--- src/rtl/instr_encoder_if.sv ---
// ----------------------------------------------------------------------------
// instr_encoder_if
//   Groups the request/response handshake and data signals of instr_encoder.
//   The encoder connects through the slave modport, and its driver (a core or
//   testbench) connects through the master modport.
//
//   Request side  : valid_i, ready_o, op_sel_i, rd_i, rs1_i, rs2_i, imm_i
//   Response side : valid_o, ready_i, instr_o, addr_o, err_o
//   Status        : sticky_err_o
// ----------------------------------------------------------------------------
interface instr_encoder_if;
  logic        valid_i;
  logic        ready_o;
  logic [3:0]  op_sel_i;
  logic [4:0]  rd_i;
  logic [4:0]  rs1_i;
  logic [4:0]  rs2_i;
  logic [31:0] imm_i;
  logic        valid_o;
  logic        ready_i;
  logic [31:0] instr_o;
  logic [31:0] addr_o;
  logic        err_o;
  logic        sticky_err_o;

  modport slave (
    input  valid_i, op_sel_i, rd_i, rs1_i, rs2_i, imm_i, ready_i,
    output ready_o, valid_o, instr_o, addr_o, err_o, sticky_err_o
  );

  modport master (
    output valid_i, op_sel_i, rd_i, rs1_i, rs2_i, imm_i, ready_i,
    input  ready_o, valid_o, instr_o, addr_o, err_o, sticky_err_o
  );
endinterface

--- src/rtl/instr_encoder.sv ---
// ----------------------------------------------------------------------------
// instr_encoder
//   Turns an operation selector plus register indices and an immediate into
//   an RV32I instruction word. Every accepted request is tagged with a
//   running byte address and pushed into a two-entry in-order output FIFO.
//   Requests whose immediate cannot be encoded, and the illegal selector,
//   are replaced by a NOP with the error flag set.
//
//   Parameters
//     BASE_ADDR    byte address given to the first word after reset
//   Ports
//     clk_i        clock, rising edge
//     rst_i        synchronous active-high reset
//     bus          instr_encoder_if.slave (request in, encoded word out)
// ----------------------------------------------------------------------------
module instr_encoder #(
  parameter logic [31:0] BASE_ADDR = 32'h0000_0000
) (
  input  logic            clk_i,
  input  logic            rst_i,
  instr_encoder_if.slave  bus
);

  localparam logic [31:0] NOP = 32'h0000_0013;

  typedef struct packed {
    logic [31:0] word;
    logic [31:0] addr;
    logic        err;
  } entry_t;

  logic [31:0]        imm;
  logic signed [31:0] imm_s;
  logic [4:0]         rd;
  logic [4:0]         rs1;
  logic [4:0]         rs2;

  logic i_ok;
  logic b_ok;
  logic j_ok;
  logic u_ok;
  logic sh_ok;

  logic [31:0] enc_word;
  logic        enc_ok;

  entry_t      head_q;
  entry_t      tail_q;
  logic [1:0]  count_q;
  logic [31:0] addr_cnt_q;
  logic        sticky_q;

  logic   push;
  logic   pop;
  entry_t new_entry;

  assign imm   = bus.imm_i;
  assign imm_s = bus.imm_i;
  assign rd    = bus.rd_i;
  assign rs1   = bus.rs1_i;
  assign rs2   = bus.rs2_i;

  // Immediate range checks per encoding format. Branch and jump offsets
  // must also be even because bit 0 is not stored in the word.
  assign i_ok  = (imm_s >= -32'sd2048) && (imm_s <= 32'sd2047);
  assign b_ok  = (imm_s >= -32'sd4096) && (imm_s <= 32'sd4094) && !imm[0];
  assign j_ok  = (imm_s >= -32'sd1048576) && (imm_s <= 32'sd1048574) && !imm[0];
  assign u_ok  = (imm[11:0] == 12'd0);
  assign sh_ok = (imm <= 32'd31);

  // Field packing for each operation. enc_ok carries the legality of the
  // immediate; the illegal selector falls through with enc_ok = 0.
  always_comb begin
    enc_word = NOP;
    enc_ok   = 1'b0;
    case (bus.op_sel_i)
      4'd0:  begin enc_ok = u_ok; enc_word = {imm[31:12], rd, 7'b0110111}; end
      4'd1:  begin enc_ok = u_ok; enc_word = {imm[31:12], rd, 7'b0010111}; end
      4'd2:  begin
        enc_ok   = j_ok;
        enc_word = {imm[20], imm[10:1], imm[11], imm[19:12], rd, 7'b1101111};
      end
      4'd3:  begin enc_ok = i_ok; enc_word = {imm[11:0], rs1, 3'b000, rd, 7'b1100111}; end
      4'd4:  begin
        enc_ok   = b_ok;
        enc_word = {imm[12], imm[10:5], rs2, rs1, 3'b000, imm[4:1], imm[11], 7'b1100011};
      end
      4'd5:  begin
        enc_ok   = b_ok;
        enc_word = {imm[12], imm[10:5], rs2, rs1, 3'b001, imm[4:1], imm[11], 7'b1100011};
      end
      4'd6:  begin enc_ok = i_ok; enc_word = {imm[11:0], rs1, 3'b010, rd, 7'b0000011}; end
      4'd7:  begin
        enc_ok   = i_ok;
        enc_word = {imm[11:5], rs2, rs1, 3'b010, imm[4:0], 7'b0100011};
      end
      4'd8:  begin enc_ok = i_ok; enc_word = {imm[11:0], rs1, 3'b000, rd, 7'b0010011}; end
      4'd9:  begin enc_ok = i_ok; enc_word = {imm[11:0], rs1, 3'b010, rd, 7'b0010011}; end
      4'd10: begin enc_ok = i_ok; enc_word = {imm[11:0], rs1, 3'b011, rd, 7'b0010011}; end
      4'd11: begin enc_ok = i_ok; enc_word = {imm[11:0], rs1, 3'b111, rd, 7'b0010011}; end
      4'd12: begin enc_ok = i_ok; enc_word = {imm[11:0], rs1, 3'b110, rd, 7'b0010011}; end
      4'd13: begin
        enc_ok   = sh_ok;
        enc_word = {7'b0000000, imm[4:0], rs1, 3'b001, rd, 7'b0010011};
      end
      4'd14: begin
        enc_ok   = sh_ok;
        enc_word = {7'b0100000, imm[4:0], rs1, 3'b101, rd, 7'b0010011};
      end
      default: begin
        enc_ok   = 1'b0;
        enc_word = NOP;
      end
    endcase
  end

  // Handshakes. ready_o comes only from the registered occupancy, so there
  // is no combinational path from valid_i or ready_i to it.
  assign push = bus.valid_i && (count_q != 2'd2);
  assign pop  = bus.ready_i && (count_q != 2'd0);

  assign new_entry.word = enc_ok ? enc_word : NOP;
  assign new_entry.addr = addr_cnt_q;
  assign new_entry.err  = !enc_ok;

  // FIFO, address counter and sticky error. head_q is always the oldest
  // entry, so the outputs come straight from registers and stay stable
  // while the consumer stalls. A push together with a pop can only happen
  // with exactly one entry held, where the new word replaces the head
  // without a bubble. When full, no push is possible and a pop moves the
  // second entry forward.
  always_ff @(posedge clk_i) begin
    if (rst_i) begin
      head_q     <= '{word: 32'd0, addr: BASE_ADDR, err: 1'b0};
      tail_q     <= '{word: 32'd0, addr: BASE_ADDR, err: 1'b0};
      count_q    <= 2'd0;
      addr_cnt_q <= BASE_ADDR;
      sticky_q   <= 1'b0;
    end else begin
      if (push) begin
        addr_cnt_q <= addr_cnt_q + 32'd4;
        if (new_entry.err) begin
          sticky_q <= 1'b1;
        end
      end
      if (push && pop) begin
        head_q <= new_entry;
      end else if (push) begin
        if (count_q == 2'd0) begin
          head_q <= new_entry;
        end else begin
          tail_q <= new_entry;
        end
        count_q <= count_q + 2'd1;
      end else if (pop) begin
        if (count_q == 2'd2) begin
          head_q <= tail_q;
        end
        count_q <= count_q - 2'd1;
      end
    end
  end

  assign bus.ready_o      = (count_q != 2'd2);
  assign bus.valid_o      = (count_q != 2'd0);
  assign bus.instr_o      = head_q.word;
  assign bus.addr_o       = head_q.addr;
  assign bus.err_o        = head_q.err;
  assign bus.sticky_err_o = sticky_q;

endmodule

--- src/flat_wrapper.sv ---
// flat-port wrapper written by rule: the top's interface ports become plain ports
module instr_encoder_flat 
#(
  parameter logic [31:0] BASE_ADDR = 32'h0000_0000
)
  (clk_i, rst_i, bus_valid_i, bus_op_sel_i, bus_rd_i, bus_rs1_i, bus_rs2_i, bus_imm_i, bus_ready_i, bus_ready_o, bus_valid_o, bus_instr_o, bus_addr_o, bus_err_o, bus_sticky_err_o);
  instr_encoder_if bus_i ();
  input  logic clk_i;
  input  logic rst_i;
  input wire logic [$bits(bus_i.valid_i)-1:0] bus_valid_i;
  input wire logic [$bits(bus_i.op_sel_i)-1:0] bus_op_sel_i;
  input wire logic [$bits(bus_i.rd_i)-1:0] bus_rd_i;
  input wire logic [$bits(bus_i.rs1_i)-1:0] bus_rs1_i;
  input wire logic [$bits(bus_i.rs2_i)-1:0] bus_rs2_i;
  input wire logic [$bits(bus_i.imm_i)-1:0] bus_imm_i;
  input wire logic [$bits(bus_i.ready_i)-1:0] bus_ready_i;
  output wire logic [$bits(bus_i.ready_o)-1:0] bus_ready_o;
  output wire logic [$bits(bus_i.valid_o)-1:0] bus_valid_o;
  output wire logic [$bits(bus_i.instr_o)-1:0] bus_instr_o;
  output wire logic [$bits(bus_i.addr_o)-1:0] bus_addr_o;
  output wire logic [$bits(bus_i.err_o)-1:0] bus_err_o;
  output wire logic [$bits(bus_i.sticky_err_o)-1:0] bus_sticky_err_o;
  assign bus_i.valid_i = bus_valid_i;
  assign bus_i.op_sel_i = bus_op_sel_i;
  assign bus_i.rd_i = bus_rd_i;
  assign bus_i.rs1_i = bus_rs1_i;
  assign bus_i.rs2_i = bus_rs2_i;
  assign bus_i.imm_i = bus_imm_i;
  assign bus_i.ready_i = bus_ready_i;
  assign bus_ready_o = bus_i.ready_o;
  assign bus_valid_o = bus_i.valid_o;
  assign bus_instr_o = bus_i.instr_o;
  assign bus_addr_o = bus_i.addr_o;
  assign bus_err_o = bus_i.err_o;
  assign bus_sticky_err_o = bus_i.sticky_err_o;
  instr_encoder #(.BASE_ADDR(BASE_ADDR)) u_core (.clk_i(clk_i), .rst_i(rst_i), .bus(bus_i));
endmodule
--- config.mk ---
export PLATFORM = sky130hd
export DESIGN_NAME = instr_encoder_flat
export DESIGN_NICKNAME = d
export VERILOG_FILES = /design/src/rtl/instr_encoder_if.sv /design/src/rtl/instr_encoder.sv /design/src/flat_wrapper.sv
export SDC_FILE = /design/constraint.sdc
export NUM_CORES = 1
export LEC_CHECK = 0
export BUFFER_PORTS_ARGS = -buffer_cell sky130_fd_sc_hd__buf_2
export CORE_UTILIZATION = 40
export CTS_BUF_LIST = sky130_fd_sc_hd__clkbuf_8
export DETAILED_ROUTE_END_ITERATION = 10
export GPL_TIMING_DRIVEN = 0
export PLACE_DENSITY_LB_ADDON = 0.25
export SLEW_MARGIN = 20
export SYNTH_ARGS = -nofsm -noshare
export SYNTH_HDL_FRONTEND = slang
export SYNTH_SLANG_ARGS = --single-unit
--- constraint.sdc ---
create_clock -name clk_i -period 2.5 [get_ports clk_i]
set_input_delay 0.375 -clock clk_i [delete_from_list [all_inputs] [get_ports clk_i]]
set_output_delay 0.375 -clock clk_i [all_outputs]
set_load 0.01 [all_outputs]
; ---- Word-level counts from Yosys, hierarchy flattened
; Cells that the tools add are included.
[word_totals]
register_bits = 165
elab_cells = 74
[classes]
add_sub_neg = 3
n_lt_le_gt_ge = 7
n_eq_ne = 17
n_mux = 10
n_bitwise = 3
reduce_logical = 25
[op_table]
columns = op, count
row1 = 32-bit one-hot mux with 15 select lines, 1
row2 = 65-bit two-way mux, 5
row3 = 32-bit by 3-bit adder with 32-bit output (second input constant), 1
row4 = 32-bit by 12-bit >= comparator with 1-bit output (second input constant), 1
row5 = 32-bit by 13-bit >= comparator with 1-bit output (second input constant), 1
row6 = 32-bit by 21-bit >= comparator with 1-bit output (second input constant), 1
row7 = 32-bit by 12-bit <= comparator with 1-bit output (second input constant), 1
row8 = 32-bit by 13-bit <= comparator with 1-bit output (second input constant), 1
row9 = 32-bit by 21-bit <= comparator with 1-bit output (second input constant), 1
row10 = 32-bit by 5-bit <= comparator with 1-bit output (second input constant), 1
row11 = 32-bit two-way mux, 1
row12 = 4-bit == test (second input constant), 7
row13 = 4-bit by 3-bit == test with 1-bit output (second input constant), 4
row14 = 12-bit logical NOT, 1
row15 = 4-bit by 2-bit == test with 1-bit output (second input constant), 2
row16 = 1-bit logical AND, 8
row17 = 8-bit OR reduction, 1
row18 = 3-bit AND reduction, 2
row19 = 3-bit nonzero test, 2
row20 = 2-bit OR reduction, 3
row21 = 1-bit one-hot mux with 5 select lines, 1
row22 = 4-bit by 1-bit == test with 1-bit output (second input constant), 1
row23 = 4-bit logical NOT, 1
row24 = 2-bit two-way mux, 2
row25 = other kinds (10), 15

; ---- Longest topological paths before layout
; Gate-level depths: netlist of run 1.
[logic_depth]
ltp_word = 8
ltp_mapped = 11
ltp_nobuf = 8

; ---- Worst setup path before layout of run 1
; OpenSTA, ideal clock, no wires.
[synth_timing]
kind = input-to-reg
startpoint = input bus_valid_i
endpoint = register u_core.tail_q[0] (netlist name)
setup_ps = 128
arrival_ps = 2163
setup_slack_ps = 210
cell_stages = 10
cell_sequence = clkbuf_1 -> nand2_1 -> inv_2 -> clkbuf_1 -> ha_1 -> or2_2 -> clkbuf_1 -> clkbuf_1 -> o21a_1 -> nor2_1
[synth_via]
elab_chain_len = 4
[synth_lines]
columns = item, line_no
row1 = "start, declared", flat_wrapper.sv:10  ; input wire logic [$bits(bus_i.valid_i)-1:0] bus_valid_i;
row2 = 1-bit logical AND (*), instr_encoder.sv:119  ; assign push = bus.valid_i && (count_q != 2'd2);
row3 = named net u_core.push, instr_encoder.sv:53  ; logic push;
row4 = 1-bit logical AND, instr_encoder.sv:146  ; if (push && pop) begin
row5 = 1-bit inverter (no line), -
row6 = 3-bit AND reduction (no line) (*), -
row7 = "end signal, assigned", instr_encoder.sv:135  ; tail_q <= '{word: 32'd0, addr: BASE_ADDR, err: 1'b0};
row8 = "end signal, assigned", instr_encoder.sv:152  ; tail_q <= new_entry;
row9 = "end, declared", instr_encoder.sv:48  ; entry_t tail_q;
; The timed path passes the listed nets; every way through them passes the cells marked *.
; A chain may end at the register's enable or synchronous reset.

; ---- Worst setup path after layout of run 1
[layout_timing]
startpoint = register u_core.count_q[0]
endpoint = register u_core.tail_q[0] (netlist name)
[layout_via]
elab_chain_len = 5
word_cells_on_any_way = 9
[layout_lines]
columns = item, line_no
row1 = "start, declared", instr_encoder.sv:49  ; logic [1:0] count_q;
row2 = "start signal, assigned", instr_encoder.sv:154  ; count_q <= count_q + 2'd1;
row3 = "start signal, assigned", instr_encoder.sv:159  ; count_q <= count_q - 2'd1;
row4 = 2-bit != test / 2-bit nonzero test (equally long branches), "instr_encoder.sv:119, instr_encoder.sv:120"
row5 = 1-bit logical AND (on tied branches), "instr_encoder.sv:119, instr_encoder.sv:120"
row6 = 1-bit logical AND, instr_encoder.sv:146
row7 = 1-bit inverter (no line), -
row8 = 3-bit AND reduction (no line) (*), -
; Mark *: on every way between the ends. The rest lies on a longest branch, timed or not.

==> results by group, run 1 <==
Synth
  • Cells after Synth: 922
  • Largest area contributor in the netlist: dfxtp_1
  • Register area share after synthesis: 44.3%
  • Share of synthesized registers carrying an async set or reset: 0%
  • Most used DFF post-synth: dfxtp_1
  • Synth unique cells: 57
  • Synthesized area: 7090 sq um
  • Post-Syn Area per Cell: 7.69 sq um
  • Yosys reg bits: 157
  • Synth top area share: 44.3%
  • Largest cells by area after synthesis: dfxtp_1, nand2_1, a21oi_1
  • Post-synth EDFFs: 0
  • Synth Warn #: 0

Power and ir drop
  • Combinational Power Share: 28.9%
  • Total power: 6.82 mW
  • Net Sw Frac: 36.0%
  • P per Cell Area: 813 nW/um^2
  • VDD IR max: 0.500 mV
  • Sw Pwr: 2.45 mW
  • Leakage: 3.13 nW
  • Sequential power share: 42.8%
  • Clock network fraction of total power: 28.4%
  • Internal power: 4.37 mW

GRT
  • Largest net degree at the start of global routing: 17
  • Initial antenna violation count: 0
  • GRT overflow: 0
  • First-pass GRT wire length: 33100 um
  • Number of global-route vias before repair: 6332
  • Tot GR Track Use: 23.0%

Clock tree
  • TritonCTS clock tree: built
  • Clock sink count: 157
  • Worst-path clk slew: 80 ps
  • CTS Buf Count: 17
  • Clock Path Buffers: 2
  • Htree depth: 4
  • Worst skew pair latency: 450 ps
  • Clk root buf: clkbuf_8

Worst setup path
  • Critical path startpoint category: flop
  • Crit path kind: reg2reg
  • Cells along the critical path: clkbuf_2, nand2b_1, nand2_1, inv_4, ha_1, or2_2, clkbuf_2, o21a_1, nor2_1
  • Count of buffer and inverter cells on the critical path: 3
  • Crit Path Max Fanout: 15
  • CP Data Arrival Time: 2740 ps
  • CP required: 2880 ps
  • Delay-heaviest family, CP: simple AND/OR/NAND/NOR gates
  • Crit path largest cell delay: 390 ps
  • CP endpoint kind: flop
  • Cell mode on critical path: clkbuf_2
  • CP max-delay cell: or2_2

Timing
  • Final Hold Fails: 0
  • Min Hold Slack: 348 ps
  • Setup ws final: 143 ps
  • Period minus WS final: 2360 ps
  • RSZ-0062 raised after global routing: false
  • Setup violations, final: 0
  • Fin. max-slew vios: 0
  • Worst slew pin tran: 736 ps
  • Tcrit/Tclk final: 94.3%
  • Clock Skews: 18.2 ps
  • Fmax: 424 MHz
  • Slew margin rel.: 50.6%

Route
  • DRT Wirelength: 20200 um
  • Vias: 6925
  • Initial DRC count: 641
  • DR WL/cell: 15.6 um
  • Detail Route Antenna Nets: 0
  • Vias per Instance: 5.35
  • Drt pass-1 iters: 5
  • DRC: 0

Cells and area
  • Layout fillers: 1759
  • Share of cells above drive strength 1: 17.9%
  • Post-route cell area: 8390 sq um
  • Final Non-Filler Cells: 1294
  • Nets: 1113
  • Diode count: 0
  • Area growth syn-to-layout: 18.4%

Placement
  • Cell Area, Placed: 7960 sq um
  • Final GP Congestion: 0.922
  • Port Buffers: 116
  • Placed Cells: 1264
  • Dpl hpwl: 14900 um
  • DP Worst Slack: -658 ps

Run
  • Max-cap violations: 0

Die
  • Die area: 18300 sq um
  • Die Y: 135 um
  • IO Pins: 123
  • Initial Utilization: 41.0%
  • Core area: 17300 sq um
  • Die Span X: 135 um
  • Core Rows: 48

Hold path
  • Hold Path Class: in2reg

Run status
  • Outcome: finished clean
==> cells in the mapped netlist, types with 6 or more instances <==
library cell  number
a21oi_1           84
a22oi_1           10
a311oi_1          31
and3_1             8
buf_1              6
buf_4              6
clkbuf_1          55
dfxtp_1          157
inv_1              6
mux2_2             6
nand2_1          207
nand2b_1           8
nand3_1           39
nand4_1           14
nor2_1            93
nor3_1            18
nor4_1             7
o21ai_0           27
o21ai_1           20
o22ai_1           27
or3_1              8
xnor2_1           11
xor2_1            14
==> cell usage in the layout (no fill, tap or decap), types with 6 or more instances in the layout <==
| master | n |
|---|---|
| buf_2 | 121 |
| clkbuf_1 | 38 |
| nor2_1 | 92 |
| o22ai_1 | 27 |
| buf_1 | 6 |
| mux2_2 | 6 |
| o21ai_1 | 20 |
| nand4_1 | 14 |
| nand2_1 | 207 |
| buf_4 | 6 |
| o21ai_0 | 27 |
| a22oi_1 | 10 |
| clkbuf_2 | 14 |
| clkbuf_8 | 18 |
| nand3_1 | 39 |
| dfxtp_1 | 157 |
| nor3_1 | 18 |
| a21oi_1 | 84 |
| nand2b_1 | 8 |
| or3_1 | 8 |
| xor2_1 | 14 |
| inv_1 | 7 |
| a311oi_1 | 31 |
| xnor2_1 | 11 |
| and3_1 | 8 |
| nor4_1 | 6 |
==> registers in the layout (all words and copies together) (netlist names) <==
name and count:
u_core.bus.instr_o 31, u_core.addr_cnt_q 30, u_core.bus.err_o 1, u_core.bus.addr_o 30, u_core.count_q 2, u_core.tail_q 62, u_core.bus.sticky_err_o 1
==> logic make-up after synthesis <==
| kind of cell | count (synthesis) | synth area share [%] |
|---|---|---|
| AOI/OAI and AO/OA | 224 | 19.8 |
| xor gates and xnor gates | 25 | 3.09 |
| adders and majority gates | 2 | 0.353 |
| buffers and inverters | 80 | 4.66 |
| DFF | 157 | 44.3 |
| muxes | 10 | 1.52 |
| other | 1 | 0.0529 |
| and+or+nand+nor | 423 | 26.2 |
==> metal layers <==
metal	wire length, um	GRT usage, %	share of wire [%]
met5	0	0	0
met4	330	7.05	1.6
met2	9100	35.6	45
met3	1080	4.68	5.4
met1	9660	31.9	48
==> what timing repair did <==
action,4_1_cts,5_1_grt
buffers inserted,0,0
pin swaps,0,0
cloned,0,0
gates resized for setup,15,11
hold buffers,0,0
endpoints found under the setup margin,67,64
==> power by group through the flow <==
stage | sequential (mW) | clock (mW) | combinational (mW)
2_1_floorplan | 3.06 | 0 | 1.10
3_3_place_gp | 2.97 | 0 | 1.93
3_5_place_dp | 2.98 | 0 | 1.95
4_1_cts | 2.92 | 1.96 | 1.97
5_1_grt | 2.96 | 2.09 | 2.18
6_report | 2.92 | 1.94 | 1.97
==> metrics by stage <==
stage | utilization [%] | TNS, ps
final | 48.5 | 0
after global routing | 48.5 | 0
after CTS | 48.5 | -0.882
after detailed placement | 46.0 | -33940
after global placement | 46.0 | -33340
after floorplan | - | 0
==> final timing paths <==
kind / from / end / slack (ps) / cells past startpoint
max: u_core.count_q[0] / u_core.tail_q[0] / 140 / 9
min: bus_ready_i / u_core.bus.instr_o[1] / 350 / 3
max reg2reg: u_core.count_q[0] / u_core.tail_q[0] / 140 / 9
min reg2reg: u_core.bus.instr_o[24] / u_core.bus.instr_o[24] / 450 / 2
==> layout make-up <==
cell class                      instances  area (sq um)  share of cell area (%)
Inverter                                7          28.8                   0.343
Sequential cell                       157          3140                    37.5
Tap cell                              225           282                    3.35
Multi-Input combinational cell        686          3630                    43.3
Buffer                                 71           320                    3.82
Clock inverter                         14           156                    1.86
Clock buffer                           18           248                    2.95
Timing Repair Buffer                  116           581                    6.92
==> worst min-delay path: cells and delay by family <==
kind | cells | cell delay (ps)
simple gates | 2 | 250
buf+inv | 1 | 120
Power figures use the tool's default switching activity.
==> inputs of run 2 (changes only) <==
--- a/config.mk
+++ b/config.mk
@@ -7,7 +7,7 @@
 export LEC_CHECK = 0
 export BUFFER_PORTS_ARGS = -buffer_cell sky130_fd_sc_hd__buf_2
 export CORE_UTILIZATION = 40
-export CTS_BUF_LIST = sky130_fd_sc_hd__clkbuf_8
+export CTS_BUF_LIST = sky130_fd_sc_hd__clkbuf_4 sky130_fd_sc_hd__clkbuf_8
 export DETAILED_ROUTE_END_ITERATION = 10
 export GPL_TIMING_DRIVEN = 0
 export PLACE_DENSITY_LB_ADDON = 0.25
==> run 2 against run 1 <==
  * Sequential power barely moved
  * Sequential share of layout area barely moved
  * Clock skew barely moved
  * Count of clock-buffer cells in the layout rose by 1
  * First-iteration DRC count fell by 0.31%
  * Maximum frequency rose by 0.15%
  * Final cell count did not move
  * Largest cell class unchanged
==> results by group, run 2 (synthesis gave the netlist of run 1 again) <==
Power and ir drop
  • VDD IR max: 0.500 mV (about the same)
  • Clock network fraction of total power: 28.5% (about the same)
  • P per Cell Area: 815 nW/um^2 (+0.16%)
  • Combinational Power Share: 28.8% (about the same)
  • Sequential power share: 42.7% (about the same)
  • Internal power: 4.39 mW (+0.34%)
  • Sw Pwr: 2.45 mW (about the same)
  • Net Sw Frac: 35.9% (-0.090 points)
  • Leakage: 3.13 nW (about the same)

Clock tree
  • Post-cts resize count: 15 (unchanged)
  • Worst-path clk slew: 80 ps (about the same)
  • Clk root buf: clkbuf_8
  • CTS Buf Count: 17 (unchanged)
  • TritonCTS clock tree: built
  • Worst skew pair latency: 450 ps (about the same)
  • Post-CTS Hold Fix Bufs: 0 (unchanged)
  • Htree depth: 4 (unchanged)
  • Clock sink count: 157 (unchanged)
  • Setup bufs post-CTS: 0 (unchanged)
  • Clock Path Buffers: 2 (unchanged)

Timing
  • Slew margin rel.: 50.6% (about the same)
  • Final Hold Fails: 0 (unchanged)
  • Setup violations, final: 0 (unchanged)
  • Fin. max-slew vios: 0 (unchanged)
  • Clock Skews: 17.9 ps (-0.274 ps)
  • Fin Setup TNS: 0 ps (unchanged)
  • Fmax: 425 MHz (+0.15%)
  • RSZ-0062 raised after global routing: false
  • Period minus WS final: 2350 ps (-3.57 ps)
  • Tcrit/Tclk final: 94.1% (-0.14 points)
  • Worst slew pin tran: 736 ps (+0.000954 ps)

Worst setup path
  • R2r setup slk: 150 ps (about the same)
  • Cell mode on critical path: clkbuf_2
  • Cells along the critical path: clkbuf_2, nand2b_1, nand2_1, inv_4, ha_1, or2_2, clkbuf_2, o21a_1, nor2_1
  • Count of buffer and inverter cells on the critical path: 3 (unchanged)
  • Crit path kind: reg2reg
  • Crit path largest cell delay: 390 ps (about the same)
  • CP required: 2880 ps (about the same)
  • CP endpoint kind: flop
  • CP Data Arrival Time: 2730 ps (about the same)
  • Critical path startpoint category: flop
  • Worst reg2reg path depth: 9 (unchanged)
  • Crit Path Max Fanout: 15 (unchanged)
  • R2R Path Start: u_core.count_q[0]
  • Reg2Reg Capture Point: u_core.tail_q[0]
  • Delay-heaviest family, CP: simple AND/OR/NAND/NOR gates
  • CP max-delay cell: or2_2

Hold path
  • Hold Crit Depth: 3 (unchanged)
  • End point of the worst hold path: u_core.bus.instr_o[1]
  • Hold Path Class: in2reg
  • Hold path startpoint: bus_ready_i

Cells and area
  • Flip-flop count of the largest register, all copies and words added: 62 (unchanged)
  • Largest reg by FF count: u_core.tail_q
  • Nets: 1113 (unchanged)
  • Layout fillers: 1757 (-0.11%)
  • Diode count: 0 (unchanged)
  • Most frequent cells in the layout: nand2_1, dfxtp_1, buf_2, nor2_1, a21oi_1
  • Share of cells above drive strength 1: 18.0% (+0.094 points)
  • Commonest non-fill, non-tap cell in the layout: nand2_1
  • Area growth syn-to-layout: 18.4% (about the same)
  • Final Non-Filler Cells: 1294 (unchanged)

Route
  • DRC: 0 (unchanged)
  • DR WL/cell: 15.6 um (about the same)
  • Detail Route Antenna Nets: 0 (unchanged)
  • Vias per Instance: 5.35 (about the same)
  • Vias: 6919 (-0.087%)
  • Initial DRC count: 639 (-0.31%)
  • DRT Wirelength: 20200 um (about the same)
  • Drt pass-1 iters: 5 (unchanged)

GRT
  • Number of global-route vias before repair: 6332 (unchanged)
  • Largest net degree at the start of global routing: 17 (unchanged)
  • Initial antenna violation count: 0 (unchanged)
  • First-pass GRT wire length: 33100 um (unchanged)
  • Tot GR Track Use: 23.0% (unchanged)
  • GRT overflow: 0 (unchanged)

Die
  • Core Rows: 48 (unchanged)
  • Core area: 17300 sq um (unchanged)
  • Die Y: 135 um (unchanged)
  • Die Span X: 135 um (unchanged)
  • Initial Utilization: 41.0% (unchanged)
  • Die area: 18300 sq um (unchanged)
  • IO Pins: 123 (unchanged)

Placement
  • Placed Cells: 1264 (unchanged)
  • Final GP Congestion: 0.922 (unchanged)
  • Dpl hpwl: 14900 um (unchanged)
  • Port Buffers: 116 (unchanged)

Run status
  • Outcome: finished clean

Run
  • Max-cap violations: 0 (unchanged)
## run 2: worst max-delay path by stage
stage / end / cells past startpoint / from / slack [ps]
after floorplan: u_core.tail_q[0] / 10 / bus_valid_i / 210
after detailed placement: u_core.tail_q[31] / 10 / u_core.count_q[0] / -660
final: u_core.tail_q[0] / 9 / u_core.count_q[0] / 150
after global routing: u_core.addr_cnt_q[29] / 7 / u_core.count_q[0] / 20
after global placement: u_core.tail_q[30] / 10 / u_core.count_q[0] / -660
after CTS: u_core.tail_q[0] / 10 / u_core.count_q[0] / -0.9
## run 2: per-layer routing
metal | up-vias | global-route usage, % | wire (um) | share of wire (%)
met5 | - | 0 | 0 | 0
met4 | 0 | 7.05 | 330 | 1.6
met3 | 20 | 4.68 | 1060 | 5.3
met2 | 178 | 35.6 | 9110 | 45
met1 | 3218 | 31.9 | 9670 | 48
li1 | 3503 | - | - | -
## run 2: power groups by stage
stage / logic [mW] / clock network, mW / registers (mW)
2_1_floorplan: 1.10 / 0 / 3.06
3_5_place_dp: 1.95 / 0 / 2.98
5_1_grt: 2.18 / 2.11 / 2.96
4_1_cts: 1.97 / 1.98 / 2.92
6_report: 1.97 / 1.95 / 2.92
3_3_place_gp: 1.93 / 0 / 2.97
## run 2: worst reg2reg max path: cells and delay by family (launching register included)
kind | cells | cell delay [ps]
DFF | 1 | 300
buffers and inverters | 3 | 530
AOI/OAI and AO/OA | 1 | 230
and+or+nand+nor | 4 | 950
adders and majority gates | 1 | 290
## run 2: area by class of cell
type                    count  area, sq um  area share [%]
inverters                   7         28.8           0.343
flip-flops and latches    157         3140            37.4
clock inverters            13          153            1.82
plain buffers              71          320            3.82
repair buffers            116          581            6.92
multi-input cells         686         3630            43.3
well taps                 225          282            3.35
clock buffers              19          255            3.04
## run 2: stage by stage
stage               instance area (sq um)  power [mW]  util, %  setup WS, ps  hold WS, ps
floorplan                            7090        4.16        -           210          429
global placement                     7960        4.90     46.0          -659          432
detailed placement                   7960        4.93     46.0          -658          440
CTS                                  8390        6.87     48.5        -0.882          323
global route                         8400        7.24     48.5          15.7          319
finish                               8400        6.84     48.5           147          347
